$ cat config.mk
export PLATFORM = sky130hd
export DESIGN_NAME = ka_seq_ctrl_64bit_flat
export DESIGN_NICKNAME = d
export VERILOG_FILES = /design/src/rtl/ka_seq_ctrl_64bit_if.sv /design/src/rtl/ka_seq_ctrl_64bit.sv /design/src/flat_wrapper.sv
export SDC_FILE = /design/constraint.sdc
export NUM_CORES = 1
export LEC_CHECK = 0
export CAP_MARGIN = 10
export CELL_PAD_IN_SITES_DETAIL_PLACEMENT = 1
export CELL_PAD_IN_SITES_GLOBAL_PLACEMENT = 2
export CORE_MARGIN = 5
export CORE_UTILIZATION = 29
export CTS_BUF_LIST = sky130_fd_sc_hd__clkbuf_4 sky130_fd_sc_hd__clkbuf_8
export DETAILED_ROUTE_END_ITERATION = 8
export PLACE_DENSITY_LB_ADDON = 0.12
export SYNTH_ARGS = -nofsm -noshare
export SYNTH_HDL_FRONTEND = slang
export SYNTH_SLANG_ARGS = --single-unit
$ cat constraint.sdc
create_clock -name clk -period 1.7 [get_ports clk]
set_clock_uncertainty 0.1 [all_clocks]
set_input_delay 0.17 -clock clk [delete_from_list [all_inputs] [get_ports clk]]
set_output_delay 0.17 -clock clk [all_outputs]
set_load 0.05 [all_outputs]
$ cat src/rtl/ka_seq_ctrl_64bit_if.sv
// Operand-in / product-out handshake bundle for the Karatsuba carry-less multiply sequencer.
// The master side is the producer of operands and consumer of products.
interface ka_seq_ctrl_64bit_if #(
    parameter int n = 64
);
    logic           in_valid;
    logic           in_ready;
    logic [n-1:0]   a;
    logic [n-1:0]   b;
    logic           out_valid;
    logic           out_ready;
    logic [2*n-2:0] out_p;

    modport master (
        output in_valid, a, b, out_ready,
        input  in_ready, out_valid, out_p
    );

    modport slave (
        input  in_valid, a, b, out_ready,
        output in_ready, out_valid, out_p
    );
endinterface

$ cat src/rtl/ka_seq_ctrl_64bit.sv
// Sequences one 64x64 GF(2) product through a shared 32x32 carry-less multiplier
// using three Karatsuba partial products (lo, hi, middle) over three cycles.
module ka_seq_ctrl_64bit #(
    parameter int n = 64
) (
    input  logic                 clk,
    input  logic                 rst_n,
    ka_seq_ctrl_64bit_if.slave   bus,
    output logic [n/2-1:0]       mul_a,
    output logic [n/2-1:0]       mul_b,
    input  logic [n-2:0]         mul_p,
    output logic                 busy
);
    localparam int h = n / 2;

    typedef enum logic [2:0] {
        IDLE    = 3'd0,
        MUL_LO  = 3'd1,
        MUL_HI  = 3'd2,
        MUL_MID = 3'd3,
        OUT     = 3'd4
    } state_t;

    state_t         state_reg;
    state_t         state_next;
    logic [n-1:0]   a_reg;
    logic [n-1:0]   b_reg;
    logic [n-2:0]   p0_reg;
    logic [n-2:0]   p2_reg;
    logic [2*n-2:0] out_p_reg;
    logic [2*n-2:0] out_p_next;
    logic [n-2:0]   m_comb;
    logic [h-1:0]   mul_a_sel;
    logic [h-1:0]   mul_b_sel;

    // Middle Karatsuba term only meaningful while MUL_MID drives the multiplier.
    assign m_comb     = mul_p ^ p0_reg ^ p2_reg;
    assign out_p_next = {{n{1'b0}}, p0_reg}
                      ^ {{h{1'b0}}, m_comb, {h{1'b0}}}
                      ^ {p2_reg, {n{1'b0}}};

    always_comb begin
        state_next = state_reg;
        mul_a_sel  = '0;
        mul_b_sel  = '0;
        case (state_reg)
            IDLE: begin
                if (bus.in_valid) begin
                    state_next = MUL_LO;
                end
            end
            MUL_LO: begin
                mul_a_sel  = a_reg[h-1:0];
                mul_b_sel  = b_reg[h-1:0];
                state_next = MUL_HI;
            end
            MUL_HI: begin
                mul_a_sel  = a_reg[n-1:h];
                mul_b_sel  = b_reg[n-1:h];
                state_next = MUL_MID;
            end
            MUL_MID: begin
                mul_a_sel  = a_reg[h-1:0] ^ a_reg[n-1:h];
                mul_b_sel  = b_reg[h-1:0] ^ b_reg[n-1:h];
                state_next = OUT;
            end
            OUT: begin
                if (bus.out_ready) begin
                    state_next = IDLE;
                end
            end
            default: state_next = IDLE;
        endcase
    end

    // Multiplier operands are forced quiet while reset is held, not just after its edge.
    assign mul_a = rst_n ? mul_a_sel : '0;
    assign mul_b = rst_n ? mul_b_sel : '0;

    always_ff @(posedge clk) begin
        if (!rst_n) begin
            state_reg <= IDLE;
            a_reg     <= '0;
            b_reg     <= '0;
            p0_reg    <= '0;
            p2_reg    <= '0;
            out_p_reg <= '0;
        end else begin
            state_reg <= state_next;
            case (state_reg)
                IDLE: begin
                    if (bus.in_valid) begin
                        a_reg <= bus.a;
                        b_reg <= bus.b;
                    end
                end
                MUL_LO:  p0_reg    <= mul_p;
                MUL_HI:  p2_reg    <= mul_p;
                MUL_MID: out_p_reg <= out_p_next;
                default: ;
            endcase
        end
    end

    assign bus.in_ready  = rst_n && (state_reg == IDLE);
    assign bus.out_valid = (state_reg == OUT);
    assign bus.out_p     = out_p_reg;
    assign busy          = (state_reg != IDLE);
endmodule
$ cat src/flat_wrapper.sv
// flat-port wrapper written by rule: the top's interface ports become plain ports
module ka_seq_ctrl_64bit_flat 
#(
    parameter int n = 64
)
  (clk, rst_n, mul_a, mul_b, mul_p, busy, bus_in_valid, bus_a, bus_b, bus_out_ready, bus_in_ready, bus_out_valid, bus_out_p);
  ka_seq_ctrl_64bit_if #(.n(n)) bus_i ();
  input  logic clk;
  input  logic rst_n;
  output logic [n/2-1:0] mul_a;
  output logic [n/2-1:0] mul_b;
  input  logic [n-2:0] mul_p;
  output logic busy;
  input wire logic [$bits(bus_i.in_valid)-1:0] bus_in_valid;
  input wire logic [$bits(bus_i.a)-1:0] bus_a;
  input wire logic [$bits(bus_i.b)-1:0] bus_b;
  input wire logic [$bits(bus_i.out_ready)-1:0] bus_out_ready;
  output wire logic [$bits(bus_i.in_ready)-1:0] bus_in_ready;
  output wire logic [$bits(bus_i.out_valid)-1:0] bus_out_valid;
  output wire logic [$bits(bus_i.out_p)-1:0] bus_out_p;
  assign bus_i.in_valid = bus_in_valid;
  assign bus_i.a = bus_a;
  assign bus_i.b = bus_b;
  assign bus_i.out_ready = bus_out_ready;
  assign bus_in_ready = bus_i.in_ready;
  assign bus_out_valid = bus_i.out_valid;
  assign bus_out_p = bus_i.out_p;
  ka_seq_ctrl_64bit #(.n(n)) u_core (.clk(clk), .rst_n(rst_n), .bus(bus_i), .mul_a(mul_a), .mul_b(mul_b), .mul_p(mul_p), .busy(busy));
endmodule
==> impl_metrics.toml, run 1 <==
[outcome]
status = "complete, but fails checks"
violations = "negative setup slack"

[cts]
clockBufferDepth = 3
clkTransAtPathRegs_ns = 0.06
cts_buffers = 74
cts_tree = "built"
insertion_delay_ns = 0.63
htreeDepth = 3
cts.sinks = 384
root_buffer = "clkbuf_8"

[critical_path]
critPathLaunchType = "flop"
crit_family = "buffers and inverters"
worstSetupPathType = "flop to output pin"
critPathMaxFanout = 6
crit_buf_inv = 3
arrival_ns = 1.89
cpMostUsedCell = "buf_6"
cp-end-kind = "output pin"
cp_slowest_stage_delay_ns = 0.39
critPathRequiredTime_ns = 1.43
cp_slowest_cell = "dfxtp_4"
crit_chain = "buf_6, buf_6, nand2_1, xnor2_1, nor2_2, buf_12"

[placed_design]
place_congestion = 0.773
io_buffers = 388
dp.final_hpwl_um = 39100
dp_slack_ns = -0.152

[routing]
drc_errors = 0
drt_iter0_markers = 570
post_drt_wl_per_cell_um = 21.8
dr.pass1.iters = 5
vias = 16300
ant_nets = 0
wl_um = 74500
via_per_inst = 4.79

[synthesis]
synth_top_family_by_area = "simple AND/OR/NAND/NOR gates"
ys_ff_latch = 384
synthMuxAreaShare_pct = 0
synthCells = 2046
synth.net_count = 2241
syn_area_per_cell_sq_um = 7.83
seq_area_frac_synth_pct = 48.0
yosys.cell_types.count = 26
synth-compound-area-share_pct = 13.9
synth_fa_ha_area_share_pct = 0
synth_xor_xnor_area_share_pct = 12.1
syn_area_sq_um = 16000
synth-simple-area-share_pct = 20.2
synth_warnings = 0

[grt]
antenna_found_initial = 10
grt_pass1_vias = 17400
grt_pass1_wl_um = 106000
groute.usage.overall_pct = 22.7
grt_max_degree = 70
grt_overflow = 0

[timing]
slew-limit-headroom_pct = 53.4
fin_crit_sh_pct = 127
rsz0062_at_grt = "yes"
maxSlewViolCount = 0
fin_crit_ns = 2.16
fin_ws_ns = -0.455
timing_hold_violations_final = 0
setup_tns_ns = -76.15
finalSetupViolCount = 446
timing.fmax_mhz = 464
worst_pin_slew_ns = 0.697

[cells_and_area]
syn_to_final_growth_pct = 80.2
largest_register_ffs = 127
drive_gt1_share_pct = 36.3
num-nets-final = 2851

[power_and_ir_drop]
p_per_area_nw_per_um2 = 902
peakVddDrop_uv = 470
power.leakage_nw = 11.0

[floorplanning]
num_io_pins = 389
rows = 86
fp.dieW_um = 245
die-area_sq_um = 60100
die_h_um = 245
start_util_pct = 29.2
core_sq_um = 54900

[flow_run]
maxCapViolCount = 0

[min_path]
hold_path.class = "primary input to flop"
cells in the mapped netlist:
cell type | n | area [sq um]
dfxtp_1 | 384 | 7690
xor2_1 | 1 | 8.76
a21oi_1 | 380 | 1900
clkbuf_1 | 59 | 221
or3_1 | 1 | 6.26
nor3_1 | 1 | 5.00
nor2_1 | 66 | 248
nand2_1 | 764 | 2870
buf_2 | 40 | 200
o31ai_1 | 1 | 7.51
xnor2_1 | 221 | 1940
o21a_1 | 1 | 7.51
clkinv_1 | 1 | 3.75
buf_4 | 9 | 67.6
nor4b_4 | 1 | 23.8
o21ai_0 | 63 | 315
nor3b_1 | 3 | 22.5
and3b_1 | 1 | 8.76
nor2b_1 | 1 | 6.26
nand3_1 | 1 | 5.00
nand2b_1 | 1 | 6.26
nand3b_1 | 1 | 7.51
buf_6 | 37 | 417
or3b_1 | 2 | 17.5
or4b_4 | 1 | 13.8
buf_1 | 5 | 18.8
cell usage in the layout, fill, tap and decap left out, types with 2 or more instances in the layout:
cell	count
nand2_1	535
dfxtp_1	381
a21oi_1	252
clkdlybuf4s50_1	193
xnor2_1	187
buf_4	153
nand2_4	141
a21oi_2	127
dlygate4sd3_1	123
buf_12	119
clkbuf_8	93
nand2_2	82
buf_16	44
o21ai_0	36
nor2_2	36
buf_6	31
xnor2_2	28
clkbuf_4	27
nor2_4	23
o21ai_2	21
clkbuf_16	14
nor2_1	7
nand2_8	6
xnor2_4	6
diode_2	5
o21ai_4	4
nor3b_4	3
or3b_4	3
bufbuf_16	3
dfxtp_4	3
o21ai_1	2
clkinv_2	2
buf_8	2
tightest hold or removal path, delay by kind of cell:
kind	cells	cell delay, ns
AO/OA/AOI/OAI	1	0.06
buffers and inverters	1	0.41
AND/OR/NAND/NOR	1	0.08
final timing paths:
check / start / endpoint / slack (ns) / cells past startpoint
setup reg to reg: u_core.state_reg[0] / u_core.a_reg[55] / -0.24 / 8
setup / recovery: u_core.state_reg[0] / mul_b[2] / -0.46 / 6
hold / removal: bus_b[53] / u_core.b_reg[53] / 0.06 / 3
hold reg to reg: u_core.a_reg[24] / u_core.a_reg[24] / 0.35 / 2
cells by family (layout without fill, tap and decap cells):
logic type / count (synthesis) / in the layout
compound gates: 445 / 445
xor+xnor: 222 / 222
buf+inv: 151 / 807
flops: 384 / 384
other cells: 0 / 5
simple gates: 844 / 845
stage by stage:
| step | std cells | hold slack [ns] | power [W] | instance area [sq um] | util [%] |
|---|---|---|---|---|---|
| after global routing | 3411 | 0.0250 | 0.0272 | 28900 | 52.6 |
| final | 3412 | 0.0612 | 0.0261 | 28900 | 52.6 |
| after detailed placement | 3054 | 0.347 | 0.0144 | 21300 | 38.8 |
| after global placement | 3054 | 0.342 | 0.0143 | 21300 | 38.8 |
| after floorplan | 2046 | 0.206 | 0.0127 | 16100 | - |
| after CTS | 3394 | 0.00196 | 0.0255 | 27000 | 49.3 |
power breakdown:
part | switching, W | leakage (nW) | internal (W)
registers | 0.000484 | 3.13 | 0.00954
clock network | 0.00407 | 0.805 | 0.00546
logic | 0.00341 | 7.12 | 0.00310
total | 0.00796 | 11.0 | 0.0181
metal layers:
layer,vias to the layer above,share of wire (%),GRT usage (%)
met5,-,0.052,0
met4,6,2.7,7.08
met3,132,5.0,5.41
met2,389,51,39.8
met1,7999,41,27.6
li1,7811,-,-
repair_timing:
action	in CTS	in global routing
buffers inserted	53	9
pin swaps	121	193
setup endpoints to repair	215	449
hold endpoints to repair	137	6
gates resized for setup	382	400
hold buffers	122	2
cloned	45	15
layout make-up:
type,instances,area [sq um]
clock inverters,3,18.8
clock buffers,120,1480
repair buffers,683,8740
diodes,5,12.5
multi-input cells,1512,10000
inverters,1,11.3
well taps,704,881
flip-flops and latches,384,7700
fillers,6025,26000
(Power assumes the default switching activity.)
==> run 2, diff against run 1 <==
--- a/config.mk
+++ b/config.mk
@@ -5,13 +5,15 @@
 export SDC_FILE = /design/constraint.sdc
 export NUM_CORES = 1
 export LEC_CHECK = 0
+export ABC_AREA = 1
 export CAP_MARGIN = 10
 export CELL_PAD_IN_SITES_DETAIL_PLACEMENT = 1
 export CELL_PAD_IN_SITES_GLOBAL_PLACEMENT = 2
 export CORE_MARGIN = 5
-export CORE_UTILIZATION = 29
+export CORE_UTILIZATION = 28
 export CTS_BUF_LIST = sky130_fd_sc_hd__clkbuf_4 sky130_fd_sc_hd__clkbuf_8
 export DETAILED_ROUTE_END_ITERATION = 8
+export MAX_ROUTING_LAYER = met4
 export PLACE_DENSITY_LB_ADDON = 0.12
 export SYNTH_ARGS = -nofsm -noshare
 export SYNTH_HDL_FRONTEND = slang
==> run 2 against run 1 <==
Cell count increased by 35%. Core utilization down 7.0 points. Sequential cell count is the same. The flow still finishes with violations (negative setup slack). Clock power is 9% higher. Total power is 16% higher. Largest power group unchanged. Synthesized cell count up 52%. Count of clock-buffer cells in the layout up 10.
==> impl_metrics.toml, run 2 <==
[outcome]
violations = "negative setup slack"
status = "complete, but fails checks"

[synthesis]
synthArstFlopShare_pct = 0
synth_top_family_by_area = "simple AND/OR/NAND/NOR gates"
synth_warnings = 0
synth.net_count = 3306
synth_xor_xnor_area_share_pct = 0.412
yosys.area.top_type_share_pct = 40.2
synth_fa_ha_area_share_pct = 0
syn_area_per_cell_sq_um = 6.15
synth-compound-area-share_pct = 13.3
synth-edff-count = 0
ys_ff_latch = 384
synthMuxAreaShare_pct = 0
synth-simple-area-share_pct = 33.6
synth.most_common_cell = "nand2_1"
yosys-top-cells-count = "nand2_1, inv_1, nor2_1"
synthFlopType = "dfxtp_1"
syn_area_sq_um = 19100
yosys.area.top_type = "dfxtp_1"
synthCells = 3111
yosys.cell_types.count = 18
seq_area_frac_synth_pct = 40.2
synthTopCellsByArea = "dfxtp_1, nand2_1, inv_1"

[critical_path]
critPathMaxFanout = 8
worstSetupPathType = "flop to output pin"
critPathLaunchType = "flop"
r2r_slack_ns = -0.32
arrival_ns = 2.13
crit_start = "u_core.state_reg[1]"
cp-end-kind = "output pin"
r2r_start = "u_core.state_reg[2]"
critPathRequiredTime_ns = 1.43

[floorplanning]
core_sq_um = 67500
num_io_pins = 389
die-area_sq_um = 73700
fp.dieW_um = 271
rows = 95
die_h_um = 271
start_util_pct = 28.3

[timing]
rsz0062_at_grt = "yes"
slew-limit-headroom_pct = 62.6
fin_ws_ns = -0.700
timing_hold_violations_final = 0
fin_crit_sh_pct = 141
setup_tns_ns = -82.50
fin_crit_ns = 2.40
timing.fmax_mhz = 417
maxSlewViolCount = 0
finalSetupViolCount = 368
worst_pin_slew_ns = 0.559

[placed_design]
placed_cell_area_sq_um = 25300
dp.final_hpwl_um = 52100
dp_slack_ns = -0.0814
io_buffers = 388
place_congestion = 0.794

[power_and_ir_drop]
sw_frac_of_total_pct = 35.2
power.leakage_nw = 14.0
switchingPower_w = 0.0106
clockPowerShare_pct = 34.5
intPower_w = 0.0195
p_comb_share_pct = 30.1
p_per_area_nw_per_um2 = 979
peakVddDrop_uv = 566
p_seq_share_pct = 35.4

[routing]
via_per_inst = 4.84
post_drt_wl_per_cell_um = 19.6
drc_errors = 0
ant_nets = 0
dr.pass1.iters = 5
drt_iter0_markers = 1074
wl_um = 90000
vias = 22200

[min_path]
hold_path.class = "primary input to flop"
hold_start = "bus_b[19]"

[cells_and_area]
num-nets-final = 3854
drive_gt1_share_pct = 19.6
syn_to_final_growth_pct = 60.9
layout_common_cells = "nand2_1, inv_1, dfxtp_1, nor2_1, a21oi_1"
final_area_sq_um = 30800
final_common_cell = "nand2_1"
post-route-util_pct = 45.6
largest_register_ffs = 127

[cts]
cts_tree = "built"
root_buffer = "clkbuf_8"
insertion_delay_ns = 0.67
cts_buffers = 79
cts.sinks = 384
clockBufferDepth = 3
htreeDepth = 3
clkTransAtPathRegs_ns = 0.07

[grt]
grt_overflow = 0
antenna_found_initial = 11
grt_pass1_vias = 23000
groute.usage.overall_pct = 22.4
grt_max_degree = 74
grt_pass1_wl_um = 130000

[flow_run]
maxCapViolCount = 0
run 2: metal layers:
| layer | track usage (%) | share of wire [%] | vias up |
|---|---|---|---|
| met5 | - | 0 | - |
| met4 | 5.40 | 2.4 | 0 |
| met3 | 4.40 | 4.2 | 137 |
| met2 | 39.6 | 50 | 416 |
| met1 | 26.3 | 43 | 10800 |
| li1 | - | - | 10800 |
run 2: critical path: stages (launching register included):
cell and delay (ns):
dfxtp_2 0.34, inv_4 0.08, buf_12 0.10, nand3_4 0.09, inv_8 0.08, buf_12 0.10
buf_12 0.11, buf_16 0.15, nand2_2 0.08, a21oi_4 0.18, buf_12 0.15
run 2: worst paths after layout:
check | cells past startpoint | to
worst max-delay path | 10 | mul_b[4]
worst min-delay path | 3 | u_core.b_reg[19]
worst max register to register | 12 | u_core.p2_reg[24]
worst min register to register | 2 | u_core.bus.out_p[11]
run 2: cells by family after synthesis:
logic type | count (synthesis)
and+or+nand+nor | 1592
DFF | 384
buffers and inverters | 616
xor gates and xnor gates | 9
AOI/OAI and AO/OA | 510
run 2: final cells by class:
cell class	instances	area, sq um
Sequential cell	384	7700
Clock buffer	130	1620
Tap cell	873	1090
Timing Repair Buffer	643	8080
Inverter	439	1690
Antenna cell	11	27.5
Fill cell	8235	36700
Multi-Input combinational cell	2112	10500
Clock inverter	7	45.0
run 2: power by group through the flow:
stage | Combinational, W | Sequential, W | Clock [W]
floorplan | 0.00390 | 0.0112 | 0
global placement | 0.00692 | 0.0107 | 0
detailed placement | 0.00713 | 0.0108 | 0
CTS | 0.00835 | 0.0106 | 0.0108
global route | 0.00985 | 0.0108 | 0.0112
finish | 0.00909 | 0.0107 | 0.0104
run 2: per-stage QoR:
stage	hold slack, ns	power [W]	instances
CTS	0.00126	0.0298	4532
global placement	0.364	0.0176	4257
floorplan	0.205	0.0151	3111
detailed placement	0.375	0.0179	4257
finish	0.0616	0.0302	4599
global route	0.00812	0.0318	4599
run 2: timing repair:
action / in CTS / in global routing
buffers inserted: 23 / 26
cloned: 21 / 33
gates resized for setup: 167 / 201
pin swaps: 32 / 54
setup endpoints to repair: 118 / 324
hold buffers: 95 / 0
endpoints found under the hold margin: 205 / 0
==> run 3, diff against run 2 <==
--- a/config.mk
+++ b/config.mk
@@ -14,7 +14,7 @@
 export CTS_BUF_LIST = sky130_fd_sc_hd__clkbuf_4 sky130_fd_sc_hd__clkbuf_8
 export DETAILED_ROUTE_END_ITERATION = 8
 export MAX_ROUTING_LAYER = met4
-export PLACE_DENSITY_LB_ADDON = 0.12
+export PLACE_DENSITY_LB_ADDON = 0.1
 export SYNTH_ARGS = -nofsm -noshare
 export SYNTH_HDL_FRONTEND = slang
 export SYNTH_SLANG_ARGS = --single-unit
==> run 3 against run 2 <==
The run still ends with negative setup slack left. Via count down 0.62%. Sequential cell count did not move. Critical path type unchanged. Critical endpoint is now mul_a[1]. Final area shrank 0.31%.
==> impl_metrics.toml, run 3 (synthesis results as in run 2) <==
[grt]
grt_pass1_wl_um = 126000
groute.usage.overall_pct = 21.8
grtUsageMet3_pct = 4.28
grt_max_degree = 107
grt_pass1_vias = 22800
globalRouteMet2Util_pct = 38.1
grtUsageMet1_pct = 25.4
grt_overflow = 0
top_usage_layer = "met2"
antenna_found_initial = 11

[floorplanning]
num_io_pins = 389
fp.dieW_um = 271
start_util_pct = 28.3
rows = 95
core_sq_um = 67500
die-area_sq_um = 73700
die_h_um = 271

[cells_and_area]
ff_latch_area_sq_um = 7700
drive_gt1_share_pct = 21.5
final_common_cell = "nand2_1"
final_area_sq_um = 30700
num-nets-final = 3829
layout_common_cells = "nand2_1, inv_1, dfxtp_1, nor2_1, a21oi_1"
post-route-util_pct = 45.5
multi_input_area_sq_um = 10800
largest_register_ffs = 127
syn_to_final_growth_pct = 60.4
fill_cells = 8254

[critical_path]
arrival_ns = 2.07
worstSetupPathType = "flop to output pin"
cp-end-kind = "output pin"
critPathMaxFanout = 15
critPathLaunchType = "flop"
worst_r2r_path_depth = 12
critPathRequiredTime_ns = 1.43

[timing]
timing.fmax_mhz = 428
fin_ws_ns = -0.638
finalSetupViolCount = 397
worst_pin_slew_ns = 0.770
whs_ns = 0.0317
slew-limit-headroom_pct = 48.5
maxSlewViolCount = 0
fin_crit_sh_pct = 138
fin_crit_ns = 2.34
timing_hold_violations_final = 0
rsz0062_at_grt = "yes"

[cts]
insertion_delay_ns = 0.65
cts.sinks = 384
htreeDepth = 3
cts_buffers = 79
cts_tree = "built"
root_buffer = "clkbuf_8"
clkTransAtPathRegs_ns = 0.06
clockBufferDepth = 3

[routing]
drc_errors = 0
post_drt_wl_per_cell_um = 19.7
via_per_inst = 4.84
dr.pass1.iters = 5
ant_nets = 0
vias = 22100
wl_um = 89800
drt_iter0_markers = 942

[min_path]
hold_path_depth = 3
hold_path.class = "primary input to flop"

[power_and_ir_drop]
p_per_area_nw_per_um2 = 989
peakVddDrop_uv = 488
power.leakage_nw = 13.7

[flow_run]
maxCapViolCount = 0

[outcome]
violations = "negative setup slack"
status = "complete, but fails checks"

[placed_design]
placed_cell_area_sq_um = 25400
dp_slack_ns = -0.0919
dp.final_hpwl_um = 53500
io_buffers = 388
place_congestion = 0.808
run 3: cell count changes in the layout (fill, tap and decap cells not counted), sizes merged:
cell	previous run	this run
clkbuf	152	156
clkinvlp	4	3
diode	11	12
inv	438	439
nand3	187	186
bufinv	0	3
nand2	929	930
dlygate4sd3	95	56
clkinv	4	6
run 3: worst max-delay path: stages, from the launching register on:
cell and delay, ns:
dfxtp_4 0.44, buf_12 0.19, buf_16 0.18, nand2_1 0.09
nand2_1 0.08, nand3_2 0.09, a21oi_4 0.17, buf_12 0.16
run 3: final cells by class:
class	instances	area share, %
Sequential cell	384	25.1
Timing Repair inverter	1	0.0530
Timing Repair Buffer	617	25.1
Multi-Input combinational cell	2112	35.1
Clock buffer	121	5.02
Inverter	439	5.53
Clock inverter	11	0.461
Tap cell	873	3.56
Antenna cell	12	0.0978
run 3: final timing paths:
check / startpoint / to / slack [ns]
max: u_core.state_reg[0] / mul_a[1] / -0.64
min: bus_b[39] / u_core.b_reg[39] / 0.03
max reg2reg: u_core.state_reg[1] / u_core.bus.out_p[87] / -0.34
min reg2reg: u_core.bus.out_p[106] / u_core.bus.out_p[106] / 0.38
run 3: per-layer routing:
layer,wire (um),up-vias,share of wire [%]
li1,-,10800,-
met1,38500,10700,43
met2,45200,438,50
met3,3630,148,4.0
met4,2470,0,2.8
met5,0,-,0
run 3: timing repair:
item,CTS,global route
hold buffers,50,7
endpoints found under the hold margin,166,50
buffers inserted,24,26
gates cloned,9,43
gates resized for setup,142,259
pin swaps,48,48
endpoints found under the setup margin,101,423
run 3: metrics by stage:
step                total power [W]  TNS, ns  std cells
floorplan                    0.0151  -0.0475       3111
detailed placement           0.0180   -0.700       4271
global placement             0.0177  -0.0668       4271
CTS                          0.0296   -49.52       4486
global route                 0.0320  -133.78       4569
finish                       0.0304  -108.38       4570
run 3: report_power, final:
part | internal (W) | leakage, nW | total [W] | switching, W
sequential | 0.00990 | 3.14 | 0.0107 | 0.000786
clock | 0.00618 | 0.881 | 0.0106 | 0.00441
combinational | 0.00366 | 9.71 | 0.00908 | 0.00542
total | 0.0197 | 13.7 | 0.0304 | 0.0106
